<file path="src/rtl/ahb_mem_arbiter.sv">
// ahb_mem_arbiter: two AHB-Lite masters (S0 CPU, S1 DMA) sharing one memory slave.
// Define ARB_ROUND_ROBIN_EN for round-robin arbitration; default is fixed S0 priority.
module ahb_mem_arbiter (
  input  logic        HCLK,
  input  logic        HRESETn,
  input  logic [31:0] S0_HADDR,
  input  logic [1:0]  S0_HTRANS,
  input  logic        S0_HWRITE,
  input  logic [2:0]  S0_HSIZE,
  input  logic [31:0] S0_HWDATA,
  output logic        S0_HREADYOUT,
  output logic [31:0] S0_HRDATA,
  input  logic [31:0] S1_HADDR,
  input  logic [1:0]  S1_HTRANS,
  input  logic        S1_HWRITE,
  input  logic [2:0]  S1_HSIZE,
  input  logic [31:0] S1_HWDATA,
  output logic        S1_HREADYOUT,
  output logic [31:0] S1_HRDATA,
  output logic        M_HSEL,
  output logic [31:0] M_HADDR,
  output logic [1:0]  M_HTRANS,
  output logic        M_HWRITE,
  output logic [2:0]  M_HSIZE,
  output logic [31:0] M_HWDATA,
  output logic        M_HREADY,
  input  logic        M_HREADYOUT,
  input  logic [31:0] M_HRDATA
);

  typedef enum logic [1:0] {
    IDLE  = 2'd0,
    DATA0 = 2'd1,
    DATA1 = 2'd2
  } dstate_t;

  typedef struct packed {
    logic [31:0] addr;
    logic [1:0]  trans;
    logic        write;
    logic [2:0]  size;
  } aph_t;

  dstate_t state_q, state_d;

  aph_t aph0, aph1, buf0_q, buf1_q, sel;
  logic pend0_q, pend1_q;
  logic new0, new1, req0, req1;
  logic gnt_vld, gnt_id;
  logic acc, acc0, acc1;
  logic hold_q, hold_id_q;
`ifdef ARB_ROUND_ROBIN_EN
  logic last_q;
`endif

  assign aph0 = {S0_HADDR, S0_HTRANS, S0_HWRITE, S0_HSIZE};
  assign aph1 = {S1_HADDR, S1_HTRANS, S1_HWRITE, S1_HSIZE};

  assign S0_HREADYOUT = (state_q == DATA0) ? M_HREADYOUT : ~pend0_q;
  assign S1_HREADYOUT = (state_q == DATA1) ? M_HREADYOUT : ~pend1_q;

  assign new0 = S0_HTRANS[1] & S0_HREADYOUT & ~pend0_q;
  assign new1 = S1_HTRANS[1] & S1_HREADYOUT & ~pend1_q;
  assign req0 = new0 | pend0_q;
  assign req1 = new1 | pend1_q;

  // A grant shown during a wait state is frozen until the slave is ready.
  always_comb begin
    gnt_vld = 1'b0;
    gnt_id  = 1'b0;
    if (hold_q) begin
      gnt_vld = 1'b1;
      gnt_id  = hold_id_q;
    end else if (req0 && req1) begin
      gnt_vld = 1'b1;
`ifdef ARB_ROUND_ROBIN_EN
      gnt_id  = ~last_q;
`else
      gnt_id  = 1'b0;
`endif
    end else if (req0 || req1) begin
      gnt_vld = 1'b1;
      gnt_id  = req1;
    end
  end

  assign acc  = gnt_vld & M_HREADYOUT;
  assign acc0 = acc & ~gnt_id;
  assign acc1 = acc & gnt_id;

  always_comb begin
    sel = '0;
    if (gnt_vld) begin
      if (gnt_id)
        sel = pend1_q ? buf1_q : aph1;
      else
        sel = pend0_q ? buf0_q : aph0;
    end
  end

  assign M_HSEL   = gnt_vld;
  assign M_HADDR  = sel.addr;
  assign M_HTRANS = sel.trans;
  assign M_HWRITE = sel.write;
  assign M_HSIZE  = sel.size;
  assign M_HREADY = M_HREADYOUT;

  assign S0_HRDATA = M_HRDATA;
  assign S1_HRDATA = M_HRDATA;

  always_comb begin
    unique case (state_q)
      DATA0:   M_HWDATA = S0_HWDATA;
      DATA1:   M_HWDATA = S1_HWDATA;
      default: M_HWDATA = 32'h0;
    endcase
  end

  always_comb begin
    state_d = state_q;
    if (M_HREADYOUT) begin
      if (!gnt_vld)
        state_d = IDLE;
      else if (gnt_id)
        state_d = DATA1;
      else
        state_d = DATA0;
    end
  end

  always_ff @(posedge HCLK or negedge HRESETn) begin
    if (!HRESETn)
      state_q <= IDLE;
    else
      state_q <= state_d;
  end

  // The master has moved on once it saw ready, so any unaccepted phase is captured.
  always_ff @(posedge HCLK or negedge HRESETn) begin
    if (!HRESETn) begin
      pend0_q   <= 1'b0;
      pend1_q   <= 1'b0;
      buf0_q    <= '0;
      buf1_q    <= '0;
      hold_q    <= 1'b0;
      hold_id_q <= 1'b0;
    end else begin
      if (new0 && !acc0) begin
        pend0_q <= 1'b1;
        buf0_q  <= aph0;
      end else if (acc0) begin
        pend0_q <= 1'b0;
      end
      if (new1 && !acc1) begin
        pend1_q <= 1'b1;
        buf1_q  <= aph1;
      end else if (acc1) begin
        pend1_q <= 1'b0;
      end
      hold_q    <= gnt_vld & ~M_HREADYOUT;
      hold_id_q <= gnt_id;
    end
  end

`ifdef ARB_ROUND_ROBIN_EN
  always_ff @(posedge HCLK or negedge HRESETn) begin
    if (!HRESETn)
      last_q <= 1'b1;
    else if (acc)
      last_q <= gnt_id;
  end
`endif

endmodule

</file>
<file path="config.mk">
export PLATFORM = sky130hd
export DESIGN_NAME = ahb_mem_arbiter
export DESIGN_NICKNAME = d
export VERILOG_FILES = /design/src/rtl/ahb_mem_arbiter.sv
export SDC_FILE = /design/constraint.sdc
export NUM_CORES = 1
export LEC_CHECK = 0
export CAP_MARGIN = 10
export CORE_AREA = 2 2 122 124
export DETAILED_ROUTE_END_ITERATION = 8
export DIE_AREA = 0 0 124 126
export HOLD_SLACK_MARGIN = 0.03
export MAX_ROUTING_LAYER = met4
export PLACE_DENSITY = 0.82
export SYNTH_ARGS = -nofsm -noshare
export SYNTH_HDL_FRONTEND = slang
export SYNTH_SLANG_ARGS = --single-unit
</file>
<file path="constraint.sdc">
create_clock -name HCLK -period 3.4 [get_ports HCLK]
set_clock_uncertainty 0.1 [all_clocks]
set_input_delay 0.68 -clock HCLK [delete_from_list [all_inputs] [get_ports HCLK]]
set_output_delay 0.68 -clock HCLK [all_outputs]
set_load 0.03 [all_outputs]
</file>
# ---- Yosys cells after proc, flatten, opt, wreduce, memory -nomap -nowiden
# Cells that the tools add are included.
dict set report totals {
  register_bits 82
  latchBits 0
  ramBits 0
  mem_bits_ro 0
  input_bits 175
  output_inout_bits 138
  elab_cells 56
  memories 0
}
dict set report classes {
  add_sub_neg 0
  n_mul 0
  div_mod_pow 0
  order_cmp 0
  n_eq_ne 2
  n_shift 0
  mux 19
  n_bitwise 14
  reduce_logical 8
}
# operator count
set ops {}
lappend ops {{38-bit two-way mux} 4}
lappend ops {{32-bit case mux with 2 select lines} 1}
lappend ops {{1-bit two-way mux} 12}
lappend ops {{1-bit AND} 8}
lappend ops {{2-bit two-way mux} 2}
lappend ops {{1-bit inverter} 4}
lappend ops {{2-bit nonzero test} 2}
lappend ops {{1-bit logical AND} 3}
lappend ops {{2-bit by 1-bit == test with 1-bit output (second input constant)} 1}
lappend ops {{2-bit == test (second input constant)} 1}
lappend ops {{1-bit logical NOT} 2}
lappend ops {{1-bit OR} 2}
lappend ops {{1-bit logical OR} 1}

# ---- Longest topological paths before layout
dict set report logic_depth {
  depth_word 14
  depth_mapped 9
  depth_no_buf 6
}

# ---- Worst setup path before layout
# Ideal clock, no wire load.
dict set report synth_path {
  path_kind {input -> output}
  startpoint {input M_HREADYOUT}
  endpoint {output M_HTRANS[1]}
  t_arrival_ps 2403
  t_required_ps 2620
  path_slack_ps 217
  stages 5
  n_path_buf 2
  cell_sequence {buf_2 nand2b_1 a211o_1 clkbuf_1 o32ai_1}
}
dict set report synth_between {
  elab_chain_cells 10
  elab_cells_between_ends 18
  classes_between {mux: 10; bitwise: 6; reduce/logical: 2}
}
# item line
set synth_rtl {}
lappend synth_rtl {{start, declared} 27} ;# input logic M_HREADYOUT,
lappend synth_rtl {{1-bit two-way mux, on equally long branches} {59, 60}}
lappend synth_rtl {{1-bit AND, on equally long branches (2 in a row)} {62, 63}}
lappend synth_rtl {{1-bit OR, on equally long branches} {64, 65}}
lappend synth_rtl {{1-bit logical OR} 81} ;# end else if (req0 || req1) begin
lappend synth_rtl {{1-bit two-way mux} 81}
lappend synth_rtl {{1-bit two-way mux} 74} ;# end else if (req0 && req1) begin
lappend synth_rtl {{1-bit two-way mux} 71} ;# if (hold_q) begin
lappend synth_rtl {{38-bit two-way mux} 94} ;# if (gnt_id)
lappend synth_rtl {{38-bit two-way mux *} 93} ;# if (gnt_vld) begin
lappend synth_rtl {{end, declared} 22} ;# output logic [1:0] M_HTRANS,
# Mark *: on every way between the ends. The rest lies on a longest branch, timed or not.

# ---- Worst setup path in the final report
dict set report layout_path {
  startpoint {input M_HREADYOUT}
  endpoint {output M_HADDR[16]}
}
dict set report layout_between {
  elab_chain_cells 10
  elab_cells_between_ends 18
  classes_between {mux: 10; bitwise: 6; reduce/logical: 2}
}
# item line
set layout_rtl {}
lappend layout_rtl {{1-bit two-way mux, on equally long branches} {59, 60}}
lappend layout_rtl {{1-bit AND, on equally long branches (2 in a row)} {62, 63}}
lappend layout_rtl {{1-bit OR, on equally long branches} {64, 65}}
lappend layout_rtl {{1-bit logical OR} 81}
lappend layout_rtl {{1-bit two-way mux} 81}
lappend layout_rtl {{1-bit two-way mux} 74}
lappend layout_rtl {{1-bit two-way mux} 71}
lappend layout_rtl {{38-bit two-way mux} 94}
lappend layout_rtl {{38-bit two-way mux *} 93}
lappend layout_rtl {{end, declared} 21} ;# output logic [31:0] M_HADDR,
# Marks and branches as above.

==> results.json <==
{
  "clockBufferDepth": 2,
  "slew_viol_final": 0,
  "htreeDepth": 3,
  "rsz0062_at_grt": "yes",
  "fin_cells": 892,
  "cp-end-kind": "output port",
  "avgSynthCellArea_um2": 10.1,
  "clock_sinks": 82,
  "dpl_worst_slack_ns": 0.0321,
  "wl_per_cell_um": 23.3,
  "yosysMostFrequentCell": "mux2_2",
  "path_buf_inv": 4,
  "die_y_um": 126,
  "min_period_ns": 3.40,
  "routabilityCongestion": 0.893,
  "power_density_mw_per_mm2": 701,
  "crit_slowest_cell": "clkdlybuf4s50_1",
  "cp.required_ns": 2.62,
  "path_delay_family": "buffers and inverters",
  "fp.dieW_um": 124,
  "hold_violations": 0,
  "cts_setup_buffers": 0,
  "drt-pass1-iter-count": 5,
  "yosys.cell_types.count": 32,
  "critPathKind": "input pin to output port",
  "fin_nets": 880,
  "grt_max_degree": 52,
  "fin_util": 0.557,
  "seq_area_frac_synth": 0.360,
  "ant_nets": 0,
  "r2r-start": "state_q[0]",
  "rr_worst_depth": 7,
  "fmax_mhz": 294,
  "use_met1": 0.318,
  "clk_pin_slew_ns": 0.06,
  "coreArea_mm2": 0.0143,
  "placed_cells": 876,
  "synth_area_mm2": 0.00570,
  "use_met3": 0.0829,
  "first_iter_violations": 357,
  "drive_above_1_share": 0.267,
  "via_count": 5128,
  "finalPower_uw": 5590,
  "cts-root-buf": "clkbuf_16",
  "die_area_mm2": 0.0156,
  "fp-row-count": 44,
  "crit_fanout": 26,
  "relSlewSlack": 0.546,
  "yosys_register_bits": 82,
  "drt-vias-per-instance": 5.75,
  "track_usage": 0.270,
  "filler_cell_count": 1211,
  "reg2reg_setup_slack_ns": 1.01,
  "min_period_over_period": 1.00,
  "cp_cell_sequence": "clkdlybuf4s50_1 > nand2b_2 > a211o_1 > buf_12 > buf_4 > a211oi_1 > o2bb2ai_1 > buf_4",
  "cts_tree": "done",
  "synth_nets": 743,
  "area_growth_pct": 40.0,
  "worst_pin_slew_ns": 0.682,
  "yosys.area.top_type": "dfrtp_1",
  "dpl.hpwl_um": 15700,
  "peakVddDrop_uv": 372,
  "synthFlopType": "dfrtp_1",
  "synth_common_cells": "92 x mux2_2, 82 x dfrtp_1, 71 x buf_4",
  "status": "finished, final reports clean",
  "fin_setup_tns_ns": 0,
  "multi_input_area_mm2": 0.00296,
  "synth.top_cell.area_share": 0.360,
  "busiest_layer": "met2",
  "drc": 0,
  "finalSetupViolCount": 0,
  "cpMostUsedCell": "buf_4",
  "postSynthCellCount": 566,
  "netlist_top_cells_area": "dfrtp_1 36%, mux2_2 18%, buf_4 9.4%",
  "slowest_delay_ns": 0.44,
  "port_buffers": 216,
  "crit_path_start_kind": "input pin",
  "antenna_found_initial": 1,
  "insertion_delay_ns": 0.34,
  "async_flop_share": 1.00,
  "leakagePower_uw": 0.00306,
  "first_global_vias": 5134,
  "use_met2": 0.423,
  "initial_core_util": 0.398,
  "regArea_mm2": 0.00205,
  "crit_arrival_ns": 2.62,
  "cts_buffers": 9,
  "synth-edff-count": 0,
  "gr-total-overflow": 0,
  "grt_pass1_wl_um": 30400,
  "ioPinCount": 313,
  "reg2reg_to": "buf0_q[15]",
  "yosys_warnings": 0,
  "min_path_type": "input pin to asynchronous set/reset pin",
  "max_cap_viol_count": 0,
  "drt_wl_total_um": 20800,
  "finalWorstSetupSlack_ns": 0.0000215
}
-- final cells by class --
type                       count  share of cell area
timing repair buffer         240               0.305
sequential                    82               0.258
multi-input combinational    364               0.372
tap                          184              0.0289
inverter                       6             0.00283
antenna                        1            0.000314
clock buffer                  13              0.0314
clock inverter                 2             0.00173
-- flip-flops by register name, summed over array words and instances, names as in the netlist --
signal,flops
pend1_q,1
hold_q,1
pend0_q,1
state_q,2
buf1_q,38
hold_id_q,1
buf0_q,38
-- cell usage in the layout, fill, tap and decap left out, types with 2 or more instances in the layout --
cell | synthesis | routed
a211o_1 | 2 | 2
a211oi_1 | 38 | 32
a211oi_2 | 1 | 6
a21oi_1 | 5 | 5
a22oi_1 | 32 | 32
buf_12 | 0 | 16
buf_4 | 71 | 52
buf_6 | 2 | 2
clkbuf_1 | 32 | 3
clkbuf_16 | 0 | 9
clkdlybuf4s50_1 | 0 | 170
dfrtp_1 | 82 | 80
dfrtp_2 | 0 | 2
inv_1 | 6 | 6
mux2_1 | 19 | 19
mux2_2 | 92 | 92
nand2_1 | 4 | 4
nand2b_1 | 3 | 2
nor2_1 | 35 | 35
nor2b_1 | 43 | 43
o21ai_0 | 38 | 38
o21ai_1 | 2 | 2
o2bb2ai_1 | 37 | 37
-- worst max-delay path by stage --
stage,from,endpoint,slack (ns),cells after the start
global placement,M_HREADYOUT,M_HADDR[31],0.14,7
finish,M_HREADYOUT,M_HADDR[16],0.00002,8
detailed placement,M_HREADYOUT,M_HADDR[16],0.03,8
CTS,M_HREADYOUT,M_HADDR[16],0.005,8
global route,M_HREADYOUT,M_HADDR[18],-0.04,8
floorplan,M_HREADYOUT,M_HTRANS[1],0.22,5
-- cells by family (layout without fill, tap and decap cells) --
group / after synthesis / count (layout) / share of synthesized area
fa+ha+maj: 2 / 2 / 0.00439
buf+inv: 120 / 261 / 0.130
compound gates: 159 / 159 / 0.201
mux: 112 / 112 / 0.221
other cells: 0 / 1 / 0
simple gates: 91 / 91 / 0.0830
flops: 82 / 82 / 0.360
-- per-layer routing --
| layer | up-vias | wire length, µm |
|---|---|---|
| li1 | 2270 | - |
| met1 | 2470 | 7730 |
| met2 | 331 | 10100 |
| met3 | 57 | 2100 |
| met4 | 0 | 916 |
| met5 | - | 0 |
-- where the power goes --
part / total, µW / switching [µW] / internal (µW) / leakage (µW)
logic: 3010 / 1590 / 1410 / 0.00198
registers: 1690 / 272 / 1410 / 0.000958
clock network: 894 / 382 / 512 / 0.000130
total: 5590 / 2250 / 3340 / 0.00306
-- stage by stage --
| step | area [µm²] | hold slack (ns) |
|---|---|---|
| 2_1_floorplan | 5700 | 0.284 |
| 3_3_place_gp | 7660 | 0.350 |
| 3_5_place_dp | 7660 | 0.353 |
| 4_1_cts | 7930 | 0.300 |
| 5_1_grt | 7970 | 0.332 |
| 6_report | 7970 | 0.275 |
-- timing repair --
action / CTS / global route
gates resized for setup: 0 / 10
endpoints found under the setup margin: 0 / 26
hold buffers: 0 / 0
No activity file was read; power rests on OpenSTA's default activity.
